--- config.mk ---
export PLATFORM = sky130hd
export DESIGN_NAME = uart_status_monitor
export DESIGN_NICKNAME = d
export VERILOG_FILES = /design/src/rtl/uart_status_pkg.sv /design/src/rtl/pulse_stretcher.sv /design/src/rtl/uart_status_monitor.sv
export SDC_FILE = /design/constraint.sdc
export NUM_CORES = 1
export LEC_CHECK = 0
export CAP_MARGIN = 30
export CORE_UTILIZATION = 58
export DETAILED_ROUTE_END_ITERATION = 8
export PLACE_DENSITY = 0.87
export SETUP_SLACK_MARGIN = 0.3
export SLEW_MARGIN = 10
export SYNTH_ARGS = -nofsm -noshare
export SYNTH_HDL_FRONTEND = slang
export SYNTH_SLANG_ARGS = --single-unit
--- constraint.sdc ---
create_clock -name clk -period 3.6 [get_ports clk]
set_input_delay 0.72 -clock clk [delete_from_list [all_inputs] [get_ports clk]]
set_output_delay 0.72 -clock clk [all_outputs]
set_load 0.1 [all_outputs]
--- src/rtl/uart_status_pkg.sv ---
// Shared types and helpers for the UART status monitor.
// Display mode encodings and width helpers.
package uart_status_pkg;

  typedef enum logic [1:0] {
    MODE_ACTIVITY = 2'd0,
    MODE_COUNT    = 2'd1,
    MODE_SUMMARY  = 2'd2,
    MODE_LAMP     = 2'd3
  } mode_e;

  function automatic int sel_width(input int n);
    return (n > 1) ? $clog2(n) : 1;
  endfunction

  function automatic int cnt_width(input int n);
    return (n > 1) ? $clog2(n) : 1;
  endfunction

endpackage

--- src/rtl/pulse_stretcher.sv ---
// Holds a busy indicator high for STRETCH_CYCLES cycles
// after busy drops; any busy cycle reloads the hold time.
module pulse_stretcher #(
  parameter int STRETCH_CYCLES = 10_000_000
) (
  input  logic clk,
  input  logic arst,
  input  logic busy,
  output logic active
);

  localparam int CW = $clog2(STRETCH_CYCLES + 1);

  logic [CW-1:0] cnt;

  always_ff @(posedge clk or posedge arst) begin
    if (arst) begin
      cnt    <= '0;
      active <= 1'b0;
    end else begin
      active <= busy || (cnt != '0);
      if (busy)
        cnt <= CW'(STRETCH_CYCLES);
      else if (cnt != '0)
        cnt <= cnt - CW'(1);
    end
  end

endmodule

--- src/rtl/uart_status_monitor.sv ---
// Per-channel UART activity/error monitor driving a
// registered LED display with four selectable modes.
module uart_status_monitor
  import uart_status_pkg::*;
#(
  parameter int NUM_CHANNELS     = 1,
  parameter int LED_WIDTH        = 16,
  parameter int STRETCH_CYCLES   = 10_000_000,
  parameter int HEARTBEAT_CYCLES = 50_000_000,
  parameter int ERR_COUNT_WIDTH  = 8
) (
  input  logic                    clk,
  input  logic                    arst,
  input  logic [NUM_CHANNELS-1:0] rx_busy,
  input  logic [NUM_CHANNELS-1:0] tx_busy,
  input  logic [NUM_CHANNELS-1:0] rx_error,
  input  logic                    clear,
  input  logic [1:0]              mode,
  input  logic [sel_width(NUM_CHANNELS)-1:0] sel,
  output logic [LED_WIDTH-1:0]    led
);

  localparam int NC = NUM_CHANNELS;
  localparam int EW = ERR_COUNT_WIDTH;
  localparam int HW = cnt_width(HEARTBEAT_CYCLES);
  localparam logic [EW-1:0] ERR_MAX = '1;

  if (3 * NUM_CHANNELS > LED_WIDTH) begin : g_bad_nc
    $error("3*NUM_CHANNELS exceeds LED_WIDTH");
  end
  if (ERR_COUNT_WIDTH > LED_WIDTH) begin : g_bad_ew
    $error("ERR_COUNT_WIDTH exceeds LED_WIDTH");
  end
  if (STRETCH_CYCLES < 1) begin : g_bad_st
    $error("STRETCH_CYCLES must be >= 1");
  end
  if (HEARTBEAT_CYCLES < 1) begin : g_bad_hb
    $error("HEARTBEAT_CYCLES must be >= 1");
  end

  logic [NC-1:0]    rx_act;
  logic [NC-1:0]    tx_act;
  logic [NC-1:0]    prev_err;
  logic [NC-1:0]    sticky;
  logic [NC-1:0]    err_evt;
  logic [NC*EW-1:0] cnt_flat;
  logic [HW-1:0]    hb_cnt;
  logic             hb;
  logic [LED_WIDTH-1:0] led_next;
  logic [EW-1:0]    cnt_sel;

  assign err_evt = rx_error & ~prev_err;

  for (genvar c = 0; c < NC; c++) begin : g_ch
    logic [EW-1:0] cnt;

    pulse_stretcher #(
      .STRETCH_CYCLES(STRETCH_CYCLES)
    ) u_rx (
      .clk(clk),
      .arst(arst),
      .busy(rx_busy[c]),
      .active(rx_act[c])
    );

    pulse_stretcher #(
      .STRETCH_CYCLES(STRETCH_CYCLES)
    ) u_tx (
      .clk(clk),
      .arst(arst),
      .busy(tx_busy[c]),
      .active(tx_act[c])
    );

    // An event in the same cycle as clear restarts the count at one.
    always_ff @(posedge clk or posedge arst) begin
      if (arst)
        cnt <= '0;
      else if (err_evt[c])
        cnt <= clear ? EW'(1) :
               (cnt == ERR_MAX) ? ERR_MAX : cnt + EW'(1);
      else if (clear)
        cnt <= '0;
    end

    assign cnt_flat[c*EW +: EW] = cnt;
  end

  always_ff @(posedge clk or posedge arst) begin
    if (arst) begin
      prev_err <= '0;
      sticky   <= '0;
    end else begin
      prev_err <= rx_error;
      sticky   <= err_evt | (sticky & ~{NC{clear}});
    end
  end

  always_ff @(posedge clk or posedge arst) begin
    if (arst) begin
      hb_cnt <= '0;
      hb     <= 1'b0;
    end else if (hb_cnt == HW'(HEARTBEAT_CYCLES - 1)) begin
      hb_cnt <= '0;
      hb     <= ~hb;
    end else begin
      hb_cnt <= hb_cnt + HW'(1);
    end
  end

  always_comb begin
    led_next = '0;
    cnt_sel  = '0;
    for (int c = 0; c < NC; c++) begin
      if (int'(sel) == c)
        cnt_sel = cnt_flat[c*EW +: EW];
    end
    unique case (mode_e'(mode))
      MODE_ACTIVITY: begin
        for (int c = 0; c < NC; c++) begin
          led_next[2*c]           = rx_act[c];
          led_next[2*c+1]         = tx_act[c];
          led_next[LED_WIDTH-1-c] = sticky[c];
        end
      end
      MODE_COUNT: led_next[EW-1:0] = cnt_sel;
      MODE_SUMMARY: begin
        led_next[0] = hb;
        led_next[1] = |sticky;
        led_next[2] = |{rx_act, tx_act};
      end
      MODE_LAMP: led_next = '1;
    endcase
  end

  always_ff @(posedge clk or posedge arst) begin
    if (arst)
      led <= '0;
    else
      led <= led_next;
  end

endmodule

### Word-level counts from Yosys, hierarchy flattened

Index checks and enable logic that the tools add are counted.

| word-level totals | value |
|---|---|
| output and inout port bits | 16 |
| register bits after elaboration | 103 |
| bits of input ports | 9 |

| operators by class | value |
|---|---|
| reductions and logical operators | 9 |
| bitwise logic cells | 6 |
| equality and inequality tests | 5 |
| add/subtract/negate cells | 4 |
| muxes and demuxes | 15 |

Operators with widths:

| cell | count |
|---|---|
| 2-to-1 mux 24 bit | 4 |
| nonzero test 24 bit | 2 |
| subtractor 24 x 1 -> 24 bit, second input constant | 2 |
| 2-to-1 mux 8 bit | 5 |
| adder 26 x 1 -> 26 bit, second input constant | 1 |
| == test 26 bit, second input constant | 1 |
| 2-to-1 mux 26 bit | 1 |
| case mux 5 bit (2 select lines) | 1 |
| adder 8 x 1 -> 8 bit, second input constant | 1 |
| == test 8 bit, second input constant | 1 |
| case mux 2 bit (4 select lines) | 1 |
| 2-to-1 mux 7 bit | 1 |
| nonzero test 2 bit | 3 |
| == test 2 bit, second input constant | 2 |
| NOT 1 bit | 3 |
| case mux 1 bit (3 select lines) | 1 |
| AND 1 bit | 2 |
| == test 2 x 1 -> 1 bit, second input constant | 1 |
| logical NOT 2 bit | 1 |
| logical OR 1 bit | 2 |
| case mux 1 bit (2 select lines) | 1 |
| OR reduction 2 bit | 1 |
| OR 1 bit | 1 |

### Depth between registers and ports, before layout

Gate-level depths: netlist of the first run.

| depth | value |
|---|---|
| depth in word-level cells | 4 |
| depth in mapped cells | 8 |
| gate-level depth less buffers | 7 |

### Hierarchy

A second synthesis of the first run with hierarchy kept.

| unflattened totals | value |
|---|---|
| cells, all modules | 535 |
| area total of the unflattened synthesis | 5322.6 um^2 |

Modules (own cells, without submodules):

| module | area each (um^2) | instances | sequential area each (um^2) | cells an instance |
|---|---|---|---|---|
| pulse_stretcher | 1491.4 | 2 | 625.6 | 156 |
| uart_status_monitor | 2339.7 | 1 | 1176.1 | 223 |

### Worst setup path before layout of the first run

Ideal clock, no wire load.

| timing | value |
|---|---|
| kind | register to register |
| start point | register g_ch[0].u_rx.cnt[0] |
| end point | register g_ch[0].u_rx.cnt[14] |
| path slack | 1.358 ns |
| stages on the path, launching flop included | 8 |
| required time | 3.471 ns |
| library setup time | 0.129 ns |
| arrival time | 2.113 ns |
| cell sequence | dfrtp_1 > inv_1 > ha_1 > or3b_2 > or4_4 > a2111oi_2 > xnor2_1 > nor2_1 |

| between the ends | value |
|---|---|
| word-level cells in the longest chain between the ends | 3 |
| elaborated cells between the ends (all ways) | 5 |

RTL lines:

| item | line | text |
|---|---|---|
| start, declared | pulse_stretcher.sv:14 | `logic [CW-1:0] cnt;` |
| start signal, assigned | pulse_stretcher.sv:23 | `cnt <= CW'(STRETCH_CYCLES);` |
| start signal, assigned | pulse_stretcher.sv:25 | `cnt <= cnt - CW'(1);` |
| subtractor 24 x 1 -> 24 bit | pulse_stretcher.sv:25 |  |
| 2-to-1 mux 24 bit | pulse_stretcher.sv:24 | `else if (cnt != '0)` |
| 2-to-1 mux 24 bit | pulse_stretcher.sv:22 | `if (busy)` |

Several ways; a longest one is shown, not always the timed one. The select of a mux whose other input is x is not followed.
A chain may end at the register's enable or synchronous reset.

==> reports/results.tsv, run 1 <==
metric	value	unit
Seq/Total Area, Yosys	48.66	%
num ports	25	
row cnt	33	
Post-DP Area	5303	um^2
cts hold-fix bufs	0	
starting DRC count in detailed routing	187	
largest area contributor in the netlist	dfrtp_1	
synthesized area	4989	um^2
R2R setup slack	1.15	ns
clk slew on worst S/H paths	0.09	ns
core area	8258	um^2
via count	3685	
HPWL after DPL	6562	um
Initial Util	60.41	%
Root Buffer	clkbuf_8	
GR Layer Usage met3	5.636	%
PortBufs	24	
Arrival @ worst endpoint	1.98	ns
Final TNS setup	0	ns
grt total ovfl	0	
max cap viols	0	
register bit total from synthesis	97	
final non-filler cell total	625	
crit path max fanout	7	
Global Route Usage Sum	23.36	%
met1 Use GR	29.28	%
CTS tree	built	
pwr dens	411.9	nW/um^2
post-route cell area	5498	um^2
placed cell count	609	
total power	2.265	mW
Hold WS	0.4752	ns
Synth cell types	56	
drt pass-1 iters	5	
fmax	0.3703	GHz
total CTS buffers	9	
Chip Width	94.74	um
maximum vdd drop	0.0001993	V
Routed Antenna Nets	0	
r2r worst-path depth	5	
Area growth, synth to finish	10.21	%
Tcrit/Tclk final	75.01	%
Rel. slew slack	34.42	%
DRC	0	
Mapped Nets	515	
Slowest cell on crit path	clkdlybuf4s50_1	
pin count of the biggest net entering global routing	65	
final worst path period need	2.700	ns
Clock Skews	0.006508	ns
cell with the most instances after synthesis	dfrtp_1	
worst skew pair latency	0.37	ns
Post-synth ARST share	100.0	%
Primary FF master, synth	dfrtp_1	
WP data required	2.88	ns
die area	8976	um^2
worst r2r src	g_ch[0].u_rx.cnt[7]	
Slew @ Worst Pin	0.9806	ns
Clock Tree Buf Depth	2	
n_diodes	0	
number of synthesized flops with an enable pin	0	
nets@finish	535	
Leak	2.248	nW
crit-path cells	clkdlybuf4s50_1	
Hold Path End	hb_cnt[4]	
vias in the first global route	3579	
Critical Path Max Stage Delay	1.17	ns
Placer Congestion	0.8273	
yosys warns	0	
worst hold stages	1	
startpoint types	flop	
status	finished, final reports clean	
first-pass GRT wire length	16390	um
Post-Synthesis Cells	495	
post-detailed-routing wire length	9373	um
H-tree depth	3	
endpoints failing setup	0	
post-cts resize count	0	
GRT busiest layer	met2	
share of the synthesized area in the top cell type	48.66	%
Hold Path Class	flop to flop	
RR Endpoint	g_ch[0].u_rx.cnt[10]	
Syn Area/Cell	10.08	um^2
Hold Startpoint	hb_cnt[4]	
CP Capture Type	output port	
Buf+Inv Stages, Crit Path	1	
Commonest cells post-synth	dfrtp_1, nor2_1, xor2_1	
Final Hold Fails	0	
die height	94.74	um
vias per cell	5.896	
antenna violations before repair	0	
ranking of synthesized cells by area	dfrtp_1, xor2_1, nor2_1	
WL/cell	15.00	um
Setup CP Type	flop to output port	
CTS Sinks	97	
Post-CTS Repair Setup Buffers	0	
GRT met2 Usage	40.65	%
layout cell share with drive strength beyond 1	7.692	%
Worst path top cell family by delay	buffers and inverters	
RSZ-0062 raised after global routing	false	
fin. max-slew vios	0	
sequential cells by signal (all words and copies together) (netlist names):
name	flops
hb_cnt	26
g_ch.u_rx.cnt	24
g_ch.u_tx.cnt	24
led	10
cnt_flat	8
g_ch.u_rx.active	1
g_ch.u_tx.active	1
hb	1
prev_err	1
sticky	1
power by group:
group	switching, mW	internal [mW]	leakage (nW)
clock network	0.386	0.330	0.0998
registers	0.0549	1.14	1.22
logic	0.236	0.122	0.932
stage by stage:
stage	worst slack, ns	util, %
final	0.8997	66.58
after CTS	0.8651	66.58
after detailed placement	1.148	64.21
after global routing	0.8046	66.58
after floorplan	0.3463	-
after global placement	1.217	64.21
layer usage:
metal / share of wire (%) / wire, um
met1: 45 / 4206
met2: 50 / 4731
met3: 3.8 / 354
met4: 0.86 / 81
met5: 0 / 0
kinds of logic (layout without fill, tap and decap cells):
| logic type | count (synthesis) | after routing | synth area share [%] |
|---|---|---|---|
| buffers and inverters | 28 | 53 | 2.659 |
| adder cells (fa/ha/maj) | 11 | 11 | 2.759 |
| flip-flops | 97 | 97 | 48.66 |
| XOR/XNOR | 59 | 59 | 10.36 |
| AO/OA/AOI/OAI | 55 | 55 | 7.274 |
| multiplexers | 4 | 4 | 0.8528 |
| AND/OR/NAND/NOR | 241 | 241 | 27.44 |
cell type report:
cell class | instances | area (um^2)
clock inverter | 5 | 63.81
sequential | 97 | 2427
tap | 105 | 131.4
fill | 643 | 2760
inverter | 10 | 40.04
clock buffer | 11 | 131.4
multi-input combinational | 370 | 2429
timing repair buffer | 27 | 275.3
placed cells by master, fill, tap and decap left out, types with 3 or more instances in the layout:
cell and count:
a211oi_1 3, a21o_1 5, a21oi_1 16, a311oi_1 5, and2_1 4, and3_1 8
and4_1 4, clkbuf_8 9, clkdlybuf4s50_1 24, dfrtp_1 97, ha_1 11, inv_1 9
nand2_1 24, nand2b_1 18, nand3_1 21, nand3b_1 3, nand4_1 15, nand4b_1 4
nor2_1 62, nor2b_1 7, nor3_1 21, nor3b_1 3, nor4_1 14, nor4b_1 5
o21ai_0 12, o31ai_1 3, or2_2 4, or3_1 4, or4_1 5, or4_4 3
xnor2_1 25, xor2_1 34
worst max path at each step:
stage,start,endpoint,slack [ns],depth (start not counted)
floorplan,arst,cnt_flat[0],0.35,1
global placement,mode[1],led[1],1.22,6
detailed placement,mode[1],led[1],1.15,6
CTS,led[14],led[13],0.87,1
global route,led[14],led[13],0.80,1
finish,led[14],led[9],0.90,1
Power figures use the tool's default switching activity.
==> run 2, diff against run 1 <==
--- a/config.mk
+++ b/config.mk
@@ -6,9 +6,9 @@
 export NUM_CORES = 1
 export LEC_CHECK = 0
 export CAP_MARGIN = 30
-export CORE_UTILIZATION = 58
+export CORE_UTILIZATION = 54
 export DETAILED_ROUTE_END_ITERATION = 8
-export PLACE_DENSITY = 0.87
+export PLACE_DENSITY = 0.86
 export SETUP_SLACK_MARGIN = 0.3
 export SLEW_MARGIN = 10
 export SYNTH_ARGS = -nofsm -noshare
==> constraint.sdc (replaced) <==
create_clock -name clk -period 2.31 [get_ports clk]
set_input_delay 0.462 -clock clk [delete_from_list [all_inputs] [get_ports clk]]
set_output_delay 0.462 -clock clk [all_outputs]
set_load 0.1 [all_outputs]
==> run 2 against run 1 <==
  * The flow now finishes with violations (design-rule violations, negative setup slack)
  * Final area grew 11%
  * Final cell count rose by 7.0%
  * Sequential power increased by 57%
  * Highest routed layer unchanged
  * Hold slack improved by 0.0098 ns
  * Utilization rose by 2.2 points
  * Critical path depth increased by 7
  * Largest cell class unchanged
  * Combinational power grew 95%
  * Clock power grew 57%
  * Register-to-register slack lost 1.2 ns
==> reports/results.tsv, run 2 (same netlist as run 1, synthesis figures left out) <==
metric	value	unit
endpoints failing setup	1	
Worst path top cell family by delay	simple AND/OR/NAND/NOR gates	
starting DRC count in detailed routing	222	
fmax	0.4304	GHz
maximum vdd drop	0.0004881	V
cts hold-fix bufs	0	
CTS tree	built	
Placer Congestion	0.8117	
RSZ-0062 raised after global routing	true	
crit path max fanout	5	
max cap viols	0	
core area	8848	um^2
first-pass GRT wire length	17560	um
pin count of the biggest net entering global routing	98	
num ports	25	
Routed Antenna Nets	0	
post-route cell area	6083	um^2
clk slew on worst S/H paths	0.10	ns
met1 Use GR	28.42	%
GRT met2 Usage	38.46	%
status	complete, but fails checks	
DRC	5	
vias per cell	6.148	
Tcrit/Tclk final	100.6	%
Top reg by flops	hb_cnt	
Root Buffer	clkbuf_8	
Global Route Usage Sum	22.65	%
Rel. slew slack	47.61	%
Hold Path Class	flop to flop	
Slew @ Worst Pin	0.7798	ns
GR Layer Usage met3	3.579	%
CTS Sinks	97	
HPWL after DPL	6541	um
Hold Path End	hb	
Arrival @ worst endpoint	2.53	ns
Hold WS	0.4850	ns
Final Hold Fails	0	
Critical Path Stages	8	
worst skew pair latency	0.36	ns
die height	98.12	um
fin. max-slew vios	0	
max reg flops	26	
Setup CP Type	flop to flop	
commonest non-fill, non-tap cell in the layout	dfrtp_1	
fin worst setup slack	-0.01319	ns
Slowest cell on crit path	or4_4	
WP data required	2.52	ns
H-tree depth	3	
die area	9627	um^2
CP Capture Type	flop	
worst hold stages	1	
Area growth, synth to finish	21.95	%
GRT busiest layer	met2	
Post-DP Area	5441	um^2
layout cell share with drive strength beyond 1	24.42	%
RR Endpoint	g_ch[0].u_rx.cnt[1]	
total CTS buffers	9	
most frequent cells in the layout	dfrtp_1, nor2_1, buf_4	
startpoint types	flop	
worst r2r src	g_ch[0].u_rx.cnt[12]	
vias in the first global route	3876	
Hold Startpoint	hb	
Largest regs	hb_cnt (26), g_ch.u_rx.cnt (24), g_ch.u_tx.cnt (24)	
PortBufs	24	
pwr dens	606.3	nW/um^2
grt total ovfl	0	
Leak	2.510	nW
final worst path period need	2.323	ns
nets@finish	577	
antenna violations before repair	0	
n_diodes	0	
R2R setup slack	-0.01	ns
Clock Tree Buf Depth	2	
Clock Skews	0.01101	ns
WL/cell	17.30	um
Buf+Inv Stages, Crit Path	3	
failing checks	design-rule violations, negative setup slack	
r2r worst-path depth	8	
drt pass-1 iters	7	
via count	4113	
post-detailed-routing wire length	11570	um
Chip Width	98.12	um
Initial Util	56.38	%
Critical Path Max Stage Delay	0.61	ns
row cnt	34	
crit-path cells	or4_4 -> nor4_4 -> buf_4 -> buf_12 -> nand4_4 -> buf_6 -> nor2_1 -> a211oi_1	
==> run 2: changes by cell type in the layout (fill, tap and decap cells not counted), moves of 4 or more <==
cell	change
or4_4	+4
inv_2	+4
clkdlybuf4s50_1	-16
dfrtp_1	-6
buf_6	+11
dfrtp_2	+6
inv_1	-4
a21oi_1	-4
buf_4	+46
==> run 2: final cells by class <==
| type | instances | area [um^2] |
|---|---|---|
| sequential | 97 | 2435 |
| tap | 108 | 135.1 |
| clock inverter | 6 | 73.82 |
| clock buffer | 9 | 123.9 |
| inverter | 10 | 41.29 |
| timing repair buffer | 69 | 604.3 |
| fill | 596 | 2765 |
| multi-input combinational | 370 | 2670 |
==> run 2: per-layer routing <==
layer | routed length [um] | vias up
li1 | - | 1875
met1 | 4790 | 2027
met2 | 5871 | 177
met3 | 537 | 34
met4 | 374 | 0
met5 | 0 | -
==> run 2: worst max path at each step <==
stage,startpoint,end
4_1_cts,g_ch[0].u_rx.cnt[10],g_ch[0].u_rx.cnt[14]
3_5_place_dp,g_ch[0].u_rx.cnt[1],g_ch[0].u_rx.cnt[16]
3_3_place_gp,g_ch[0].u_rx.cnt[1],g_ch[0].u_rx.cnt[16]
5_1_grt,g_ch[0].u_rx.cnt[12],g_ch[0].u_rx.cnt[1]
2_1_floorplan,g_ch[0].u_rx.cnt[0],g_ch[0].u_rx.cnt[9]
6_report,g_ch[0].u_rx.cnt[12],g_ch[0].u_rx.cnt[1]
==> run 2: power by group <==
group	leakage, nW	switching (mW)	internal, mW
Combinational	1.21	0.440	0.258
Clock	0.0942	0.613	0.510
Sequential	1.21	0.0952	1.77
Total	2.51	1.15	2.54
==> run 2: timing repair <==
| item | in CTS | in global routing |
|---|---|---|
| gates resized for setup | 12 | 43 |
| hold endpoints to repair | 0 | 0 |
| setup endpoints to repair | 17 | 51 |
| pin swaps | 6 | 23 |
| buffers inserted | 11 | 16 |
==> run 2: stage by stage <==
step / power, mW / TNS [ns] / utilization [%] / worst slack (ns) / instances
2_1_floorplan: 2.320 / 0 / - / 0.1917 / 495
3_3_place_gp: 2.443 / 0 / 61.50 / 0.1519 / 627
3_5_place_dp: 2.468 / 0 / 61.50 / 0.09343 / 627
4_1_cts: 3.615 / 0 / 65.41 / 0.1528 / 653
5_1_grt: 3.836 / -0.06662 / 68.75 / -0.03767 / 669
6_report: 3.688 / -0.01319 / 68.75 / -0.01319 / 669
